**config.mk**
```make
export PLATFORM = sky130hd
export DESIGN_NAME = tcdm_pipe_unit
export DESIGN_NICKNAME = d
export VERILOG_FILES = /design/src/rtl/tcdm_pipe_pkg.sv /design/src/rtl/tcdm_pipe_reg.sv /design/src/rtl/tcdm_pipe_unit.sv
export SDC_FILE = /design/constraint.sdc
export NUM_CORES = 1
export LEC_CHECK = 0
export CORE_UTILIZATION = 49
export CTS_CLUSTER_DIAMETER = 200
export CTS_CLUSTER_SIZE = 25
export DETAILED_ROUTE_END_ITERATION = 12
export PLACE_DENSITY = 0.88
export SETUP_SLACK_MARGIN = 0.4
export SLEW_MARGIN = 20
export SYNTH_ARGS = -nofsm -noshare
export SYNTH_HDL_FRONTEND = slang
export SYNTH_SLANG_ARGS = --single-unit
```
**constraint.sdc**
```tcl
create_clock -name clk -period 3 [get_ports clk]
set_input_delay 0.6 -clock clk [delete_from_list [all_inputs] [get_ports clk]]
set_output_delay 0.6 -clock clk [all_outputs]
set_load 0.005 [all_outputs]
```
**src/rtl/tcdm_pipe_pkg.sv**
```systemverilog
// Shared types and limits for the per-bank TCDM pipeline unit.
// Payload field widths here define the default bank geometry used by tcdm_pipe_unit.
package tcdm_pipe_pkg;

    localparam int unsigned TCDM_ADDR_WIDTH = 12;
    localparam int unsigned TCDM_DATA_WIDTH = 32;
    localparam int unsigned TCDM_BE_WIDTH   = TCDM_DATA_WIDTH / 8;
    localparam int unsigned TCDM_ID_WIDTH   = 4;

    // Deepest configuration (both stages enabled) keeps at most this many requests outstanding.
    localparam int unsigned MAX_INFLIGHT = 3;

    typedef enum logic [1:0] {
        ST_RUN   = 2'd0,
        ST_DRAIN = 2'd1,
        ST_APPLY = 2'd2
    } pipe_state_e;

    typedef struct packed {
        logic [TCDM_ADDR_WIDTH-1:0] add;
        logic                       wen;
        logic [TCDM_DATA_WIDTH-1:0] wdata;
        logic [TCDM_BE_WIDTH-1:0]   be;
        logic [TCDM_ID_WIDTH-1:0]   id;
    } req_payload_t;

    typedef struct packed {
        logic [TCDM_DATA_WIDTH-1:0] rdata;
        logic [TCDM_ID_WIDTH-1:0]   id;
    } resp_payload_t;

endpackage

```
**src/rtl/tcdm_pipe_reg.sv**
```systemverilog
// Valid + payload pipeline register that can be bypassed at runtime.
// The register keeps sampling while bypassed, so it is empty whenever the input has been idle.
module tcdm_pipe_reg #(
    parameter int unsigned WIDTH = 32
) (
    input  logic             clk,
    input  logic             rst,
    input  logic             i_bypass,
    input  logic             i_valid,
    input  logic [WIDTH-1:0] i_data,
    output logic             o_valid,
    output logic [WIDTH-1:0] o_data
);

    logic             r_valid;
    logic [WIDTH-1:0] r_data;

    always_ff @(posedge clk) begin
        if (rst) begin
            r_valid <= 1'b0;
            r_data  <= '0;
        end else begin
            r_valid <= i_valid;
            if (i_valid) begin
                r_data <= i_data;
            end
        end
    end

    assign o_valid = i_bypass ? i_valid : r_valid;
    assign o_data  = i_bypass ? i_data  : r_data;

endmodule

```
**src/rtl/tcdm_pipe_unit.sv**
```systemverilog
// Per-bank TCDM pipeline unit: optional request and response registers between the
// interconnect and one SRAM bank, reconfigured only after all in-flight accesses drain.
//
// state    | meaning
// ST_RUN   | normal operation, grant follows request
// ST_DRAIN | grants blocked, waiting for outstanding responses
// ST_APPLY | new stage selection latched, cfg_ready_o pulsed
module tcdm_pipe_unit
    import tcdm_pipe_pkg::*;
#(
    parameter int unsigned ADDR_WIDTH = TCDM_ADDR_WIDTH,
    parameter int unsigned DATA_WIDTH = TCDM_DATA_WIDTH,
    parameter int unsigned BE_WIDTH   = DATA_WIDTH / 8,
    parameter int unsigned ID_WIDTH   = TCDM_ID_WIDTH
) (
    input  logic                  clk,
    input  logic                  rst,
    input  logic                  slv_req_i,
    input  logic [ADDR_WIDTH-1:0] slv_add_i,
    input  logic                  slv_wen_i,
    input  logic [DATA_WIDTH-1:0] slv_wdata_i,
    input  logic [BE_WIDTH-1:0]   slv_be_i,
    input  logic [ID_WIDTH-1:0]   slv_id_i,
    output logic                  slv_gnt_o,
    output logic                  slv_r_valid_o,
    output logic [DATA_WIDTH-1:0] slv_r_rdata_o,
    output logic [ID_WIDTH-1:0]   slv_r_id_o,
    output logic                  mem_req_o,
    output logic [ADDR_WIDTH-1:0] mem_add_o,
    output logic                  mem_wen_o,
    output logic [DATA_WIDTH-1:0] mem_wdata_o,
    output logic [BE_WIDTH-1:0]   mem_be_o,
    input  logic [DATA_WIDTH-1:0] mem_rdata_i,
    input  logic                  cfg_pipe_req_i,
    input  logic                  cfg_pipe_resp_i,
    input  logic                  cfg_valid_i,
    output logic                  cfg_ready_o,
    output logic                  pipe_req_q_o,
    output logic                  pipe_resp_q_o
);

    localparam int unsigned CNT_W = $clog2(MAX_INFLIGHT + 1);

    pipe_state_e         r_state;
    pipe_state_e         w_state_nxt;
    logic [CNT_W-1:0]    r_cnt;
    logic                r_pipe_req;
    logic                r_pipe_resp;
    logic                r_acc_valid;
    logic [ID_WIDTH-1:0] r_acc_id;

    logic                w_gnt;
    logic                w_accept;
    logic                w_mem_valid;
    logic                w_resp_valid;
    req_payload_t        w_req_pl;
    req_payload_t        w_mem_pl;
    resp_payload_t       w_acc_pl;
    resp_payload_t       w_resp_pl;

    // A pending configuration request wins over a request arriving in the same cycle.
    assign w_gnt    = (r_state == ST_RUN) && slv_req_i && !cfg_valid_i;
    assign w_accept = slv_req_i && w_gnt;

    assign w_req_pl = '{
        add:   slv_add_i,
        wen:   slv_wen_i,
        wdata: slv_wdata_i,
        be:    slv_be_i,
        id:    slv_id_i
    };

    tcdm_pipe_reg #(
        .WIDTH ($bits(req_payload_t))
    ) u_req_reg (
        .clk      (clk),
        .rst      (rst),
        .i_bypass (!r_pipe_req),
        .i_valid  (w_accept),
        .i_data   (w_req_pl),
        .o_valid  (w_mem_valid),
        .o_data   (w_mem_pl)
    );

    assign mem_req_o   = w_mem_valid;
    assign mem_add_o   = w_mem_pl.add;
    assign mem_wen_o   = w_mem_pl.wen;
    assign mem_wdata_o = w_mem_pl.wdata;
    assign mem_be_o    = w_mem_pl.be;

    // The bank returns data one cycle after the access; the ID waits alongside it.
    always_ff @(posedge clk) begin
        if (rst) begin
            r_acc_valid <= 1'b0;
            r_acc_id    <= '0;
        end else begin
            r_acc_valid <= w_mem_valid;
            if (w_mem_valid) begin
                r_acc_id <= w_mem_pl.id;
            end
        end
    end

    assign w_acc_pl = '{rdata: mem_rdata_i, id: r_acc_id};

    tcdm_pipe_reg #(
        .WIDTH ($bits(resp_payload_t))
    ) u_resp_reg (
        .clk      (clk),
        .rst      (rst),
        .i_bypass (!r_pipe_resp),
        .i_valid  (r_acc_valid),
        .i_data   (w_acc_pl),
        .o_valid  (w_resp_valid),
        .o_data   (w_resp_pl)
    );

    assign slv_gnt_o     = w_gnt;
    assign slv_r_valid_o = w_resp_valid;
    assign slv_r_rdata_o = w_resp_pl.rdata;
    assign slv_r_id_o    = w_resp_pl.id;

    always_ff @(posedge clk) begin
        if (rst) begin
            r_cnt <= '0;
        end else if (w_accept && !w_resp_valid) begin
            r_cnt <= r_cnt + CNT_W'(1);
        end else if (!w_accept && w_resp_valid) begin
            r_cnt <= r_cnt - CNT_W'(1);
        end
    end

    always_comb begin
        w_state_nxt = r_state;
        case (r_state)
            ST_RUN:   if (cfg_valid_i)  w_state_nxt = ST_DRAIN;
            ST_DRAIN: if (r_cnt == '0)  w_state_nxt = ST_APPLY;
            ST_APPLY: w_state_nxt = ST_RUN;
            default:  w_state_nxt = ST_RUN;
        endcase
    end

    // Stage selection is sampled in the APPLY cycle itself, even if cfg_valid_i has dropped.
    always_ff @(posedge clk) begin
        if (rst) begin
            r_state     <= ST_RUN;
            r_pipe_req  <= 1'b0;
            r_pipe_resp <= 1'b0;
        end else begin
            r_state <= w_state_nxt;
            if (r_state == ST_APPLY) begin
                r_pipe_req  <= cfg_pipe_req_i;
                r_pipe_resp <= cfg_pipe_resp_i;
            end
        end
    end

    assign cfg_ready_o   = (r_state == ST_APPLY);
    assign pipe_req_q_o  = r_pipe_req;
    assign pipe_resp_q_o = r_pipe_resp;

endmodule

```
# After elaboration in Yosys (flattened, before gate mapping)
# Cells that the tools add are included.
[totals]
word_cells = 37
out_inout_bits = 91
register_bits = 102
input_bits = 91
[op_classes]
add_sub_neg = 2
mux = 9
n_reduce_logical = 12
n_eq_ne = 4
[ops]
columns = ["operator", "n"]
rows = [
  ["2-to-1 mux 53 bit", 1],
  ["2-to-1 mux 36 bit", 1],
  ["2-to-1 mux 2 bit", 4],
  ["logical AND 1 bit", 5],
  ["logical NOT 2 bit", 2],
  ["!= test 2 bit (second input constant)", 2],
  ["one-hot mux 2 bit (2 select lines)", 1],
  ["logical NOT 1 bit", 3],
  ["adder 2 x 1 -> 2 bit (second input constant)", 1],
  ["== test 2 x 1 -> 1 bit (second input constant)", 1],
  ["== test 2 bit (second input constant)", 1],
  ["2-to-1 mux 1 bit", 2],
  ["AND reduction 2 bit", 1],
  ["nonzero test 2 bit", 1],
  ["subtractor 2 x 1 -> 2 bit (second input constant)", 1],
]

# Logic depth before layout (Yosys ltp)
[logic_depth]
depth_word = 8
ltp_mapped = 8
mapped_depth_nobuf = 6

# By module
# Synthesis repeated with hierarchy kept, for this count alone.
[hier_totals]
hier_cells = 435
area_unflattened_um2 = 5172.5
[modules_own_cells]
columns = ["mod", "instances", "area_per_inst_um2", "cells_each", "seq_area_each_um2"]
rows = [
  ["tcdm_pipe_reg (u_req_reg)", 1, 2860.2, 233, 1081.0],
  ["tcdm_pipe_reg (u_resp_reg)", 1, 1884.3, 159, 740.7],
  ["tcdm_pipe_unit", 1, 427.9, 43, 220.2],
]

# Least setup slack after synthesis
# Ideal clock, no wire load.
[synth_timing]
path_kind = "input port to flip-flop"
start = "input cfg_valid_i"
end = "register r_cnt[1]"
required_ps = 2928
slack_ps = 777
arrival_time_ps = 2151
setup_ps = 72
stages = 7
path_buffers = 2
cell_sequence = "or4b_1 -> buf_2 -> inv_6 -> buf_6 -> ha_1 -> or3_1 -> a21oi_1"
[synth_via]
elab_chain_len = 6
elab_cells_between_ends = 8
cone_classes = "mux: 1; reduce/logical: 7"
[synth_lines]
columns = ["item", "line_no", "source"]
rows = [
  ["start, declared", "tcdm_pipe_unit.sv:36", "input logic cfg_valid_i,"],
  ["logical NOT 1 bit (*)", "tcdm_pipe_unit.sv:62", "assign w_gnt = (r_state == ST_RUN) && slv_req_i && !cfg_valid_i;"],
  ["logical AND 1 bit (*)", "tcdm_pipe_unit.sv:62", ""],
  ["logical AND 1 bit (*)", "tcdm_pipe_unit.sv:63", "assign w_accept = slv_req_i && w_gnt;"],
  ["via u_req_reg.i_valid", "tcdm_pipe_reg.sv:9", "input logic i_valid,"],
  ["logical NOT 1 bit", "tcdm_pipe_unit.sv:128", "end else if (!w_accept && w_resp_valid) begin"],
  ["logical AND 1 bit", "tcdm_pipe_unit.sv:128", ""],
  ["nonzero test 2 bit (no source line)", "n/a", ""],
  ["end signal, assigned", "tcdm_pipe_unit.sv:127", "r_cnt <= r_cnt + CNT_W'(1);"],
  ["end signal, assigned", "tcdm_pipe_unit.sv:129", "r_cnt <= r_cnt - CNT_W'(1);"],
  ["end, declared", "tcdm_pipe_unit.sv:46", "logic [CNT_W-1:0] r_cnt;"],
]
# The timed path passes the listed nets; every way through them passes the cells marked *.
# A chain may end at the register's enable or synchronous reset.

# Worst setup path after layout
[layout_timing]
start = "input cfg_valid_i"
end = "output mem_req_o"
[layout_via]
elab_chain_len = 4
[layout_lines]
columns = ["item", "line_no", "source"]
rows = [
  ["logical NOT 1 bit", "tcdm_pipe_unit.sv:62", ""],
  ["logical AND 1 bit", "tcdm_pipe_unit.sv:62", ""],
  ["logical AND 1 bit", "tcdm_pipe_unit.sv:63", ""],
  ["2-to-1 mux 1 bit", "tcdm_pipe_reg.sv:30", "assign o_valid = i_bypass ? i_valid : r_valid;"],
  ["end, declared", "tcdm_pipe_unit.sv:28", "output logic mem_req_o,"],
]
# No other way between the ends.

==> impl_metrics.ini <==
[floorplanning]
die-height_um = 103.3
rows = 36
core_area_um2 = 9864
die_w_um = 103.3
dieArea_um2 = 10660
ioPinCount = 182
initial_utilization_pct = 50.94

[global_route]
first_global_vias = 3772
antenna_found_initial = 0
grt_pass1_wl_mm = 16.62
grt_max_degree = 103
overflow = 0
grt.total_usage_pct = 19.78

[logic_synthesis]
yosysMostFrequentCell = nand2_1
synthAdderAreaFrac_pct = 0.2490
ys.flop_type = dfxtp_1
synth_xor_area_share_pct = 0.3486
synth_area_um2 = 5025
synth_mux_area_share_pct = 26.82
yosys-top-cells-area = dfxtp_1 41%, mux2_2 19%, nand2_1 8.3%
syn-num-nets = 639
synth_compound_area_share_pct = 7.371
async_flop_share_pct = 0
seq_area_frac_synth_pct = 40.64
syn-instance-count = 547
synth_top_area_share_pct = 40.64
synth_common_cells = 111 x nand2_1, 102 x dfxtp_1, 85 x mux2_2, 54 x a21oi_1, 48 x buf_4
yosys.area.top_type = dfxtp_1
syn_area_per_cell_um2 = 9.186
yosysWarnings = 0
synth-simple-area-share_pct = 12.97
synth_top_family_by_area = multiplexers
ys_ff_latch = 102
synth_cell_type_count = 24
synth_enable_flop_cells = 0

[worst_setup_path]
reg2reg_slack_ps = 790
worstPathCellList = clkdlybuf4s50_1, or4b_4, buf_4, o21ai_1, buf_2
slowest_stage = or4b_4
worstPathArrival_ps = 1970
crit_path_max_fanout = 2
critical_path_class = input port to output port
r2r_end = r_cnt[1]
worstSetupEndpointType = output port
worst_r2r_path_depth = 7
startpoint_type = input port
critPathRequiredTime_ps = 2400
r2r-start = r_state[1]
max_stage_delay_ps = 500

[placement]
dp_slack_ps = -112.9
io_buffers = 181
dp.cells = 783
place_hpwl_mm = 7.867
place_congestion = 0.7746

[routing]
drcViolationCount = 0
dr.first_iter.drc_count = 119
routed_via_density = 5.061
drt_pre_antenna_iters = 5
drt_wl_total_mm = 10.89
avgRoutedWirePerCell_um = 13.61
postRouteAntennaNets = 0
num_vias = 4049

[sta]
rsz0062_at_grt = true
drv_slew = 0
fin_ws_ps = 425.4
clock_skew_ps = 12.70
worstMarginPinSlew_ps = 1027
finalCritPeriodShare_pct = 85.82
hold_viol = 0
min_period_ps = 2575
timing.slew.headroom_pct = 31.51
hold_ws_ps = 456.9
fmaxAchievable_ghz = 0.3884
finalSetupViolations = 0

[cts]
cts_tree = yes
cts_root_buffer = clkbuf_8
clkSlewWorstSetupHoldPaths_ps = 80
cts_buffers = 9
holdBufCountCts = 0
cts.sinks = 102
clock_latency_ps = 350
htree_levels = 3
clk_path_buf_depth = 2

[finish]
syn_to_final_growth_pct = 34.56
num-nets-final = 754
final_util_pct = 68.54
diodes = 0
final_cells = 800
layout-drive-gt1-share_pct = 18.29

[worst_hold_path]
hold_depth = 2
min_path_type = flip-flop to flip-flop
whs_endpoint = u_req_reg.r_data[27]
worstHoldStart = u_req_reg.r_data[27]

[pwr]
power_mw = 3.081
power_density_nw_per_um2 = 455.7
ir_worst_vdd_mv = 0.3289
leakagePower_nw = 2.420

[run]
maxCapViolations = 0

[outcome]
status = finished clean
[layer usage]
layer	vias up	global-route usage [%]	wire (um)
met5	-	0	0
met4	0	7.692	163
met3	13	4.570	765
met2	141	37.85	5403
met1	1876	20.91	4560
li1	2019	-	-
[worst max-delay path, delay by kind of cell]
kind,cells,cell delay (ps)
buf+inv,3,750
compound gates,1,130
simple gates,1,500
[registers in the layout (all words and copies together) (netlist names)]
register	cells
r_acc_id	4
u_resp_reg.r_data	36
u_resp_reg.r_valid	1
u_req_reg.r_valid	1
r_cnt	2
pipe_resp_q_o	1
pipe_req_q_o	1
r_state	2
r_acc_valid	1
u_req_reg.r_data	53
[placed cells by master (no fill, tap or decap)]
| master | synthesis | routed |
|---|---|---|
| nor4_1 | 1 | 1 |
| a21oi_1 | 54 | 54 |
| buf_8 | 0 | 1 |
| a311oi_2 | 4 | 4 |
| nor3b_1 | 2 | 2 |
| o21ai_1 | 1 | 1 |
| o21ai_0 | 1 | 1 |
| ha_1 | 1 | 1 |
| dfxtp_2 | 0 | 3 |
| mux2_2 | 85 | 85 |
| buf_4 | 48 | 7 |
| nor2b_1 | 7 | 7 |
| dlygate4sd2_1 | 0 | 1 |
| mux2i_1 | 39 | 38 |
| clkbuf_8 | 0 | 9 |
| clkdlybuf4s50_1 | 0 | 178 |
| xor2_1 | 2 | 2 |
| inv_8 | 0 | 1 |
| buf_6 | 7 | 1 |
| or3_1 | 1 | 1 |
| nor2_1 | 41 | 41 |
| a211oi_1 | 4 | 4 |
| inv_1 | 3 | 3 |
| clkinv_4 | 0 | 1 |
| bufinv_16 | 0 | 2 |
| inv_6 | 1 | 2 |
| clkinvlp_4 | 0 | 2 |
| buf_12 | 0 | 1 |
| or4b_4 | 0 | 1 |
| buf_2 | 6 | 1 |
| nand2_1 | 111 | 111 |
| mux2i_2 | 0 | 1 |
| dfxtp_1 | 102 | 99 |
[logic make-up after synthesis]
group | count (synthesis)
buffers and inverters | 90
multiplexers | 124
flip-flops | 102
XOR/XNOR | 2
AO/OA/AOI/OAI | 64
AND/OR/NAND/NOR | 164
adder cells (fa/ha/maj) | 1
[repair_timing]
action / 4_1_cts / 5_1_grt
cloned: 0 / 0
gates resized for setup: 4 / 7
buffers inserted: 1 / 0
endpoints found under the setup margin: 23 / 3
[worst max path at each step]
stage | from | end | slack [ps] | cells past startpoint
CTS | slv_req_i | mem_req_o | 290 | 5
finish | cfg_valid_i | mem_req_o | 430 | 5
detailed placement | slv_req_i | r_cnt[1] | -110 | 8
floorplan | cfg_valid_i | r_cnt[1] | 780 | 7
global route | cfg_valid_i | mem_req_o | 380 | 5
global placement | slv_req_i | r_cnt[1] | -70 | 8
[power by group]
part           internal (mW)  leakage, nW  switching, mW
Combinational          0.411         1.48          0.252
Clock                  0.480        0.108          0.468
Sequential              1.43        0.831         0.0437
[metrics by stage]
| stage | area (um2) | TNS [ps] |
|---|---|---|
| after CTS | 6754 | 0 |
| after detailed placement | 6514 | -186.8 |
| after global routing | 6761 | 0 |
| final | 6761 | 0 |
| after global placement | 6514 | -125.4 |
| after floorplan | 5025 | 0 |
[final cells by class]
type / instances / area, um2
Inverter: 4 / 20.02
Clock buffer: 9 / 123.9
Multi-Input combinational cell: 355 / 2407
Timing Repair Buffer: 190 / 1894
Clock inverter: 7 / 103.9
Fill cell: 764 / 3103
Sequential cell: 102 / 2046
Tap cell: 133 / 166.4
Power figures use the tool's default switching activity.
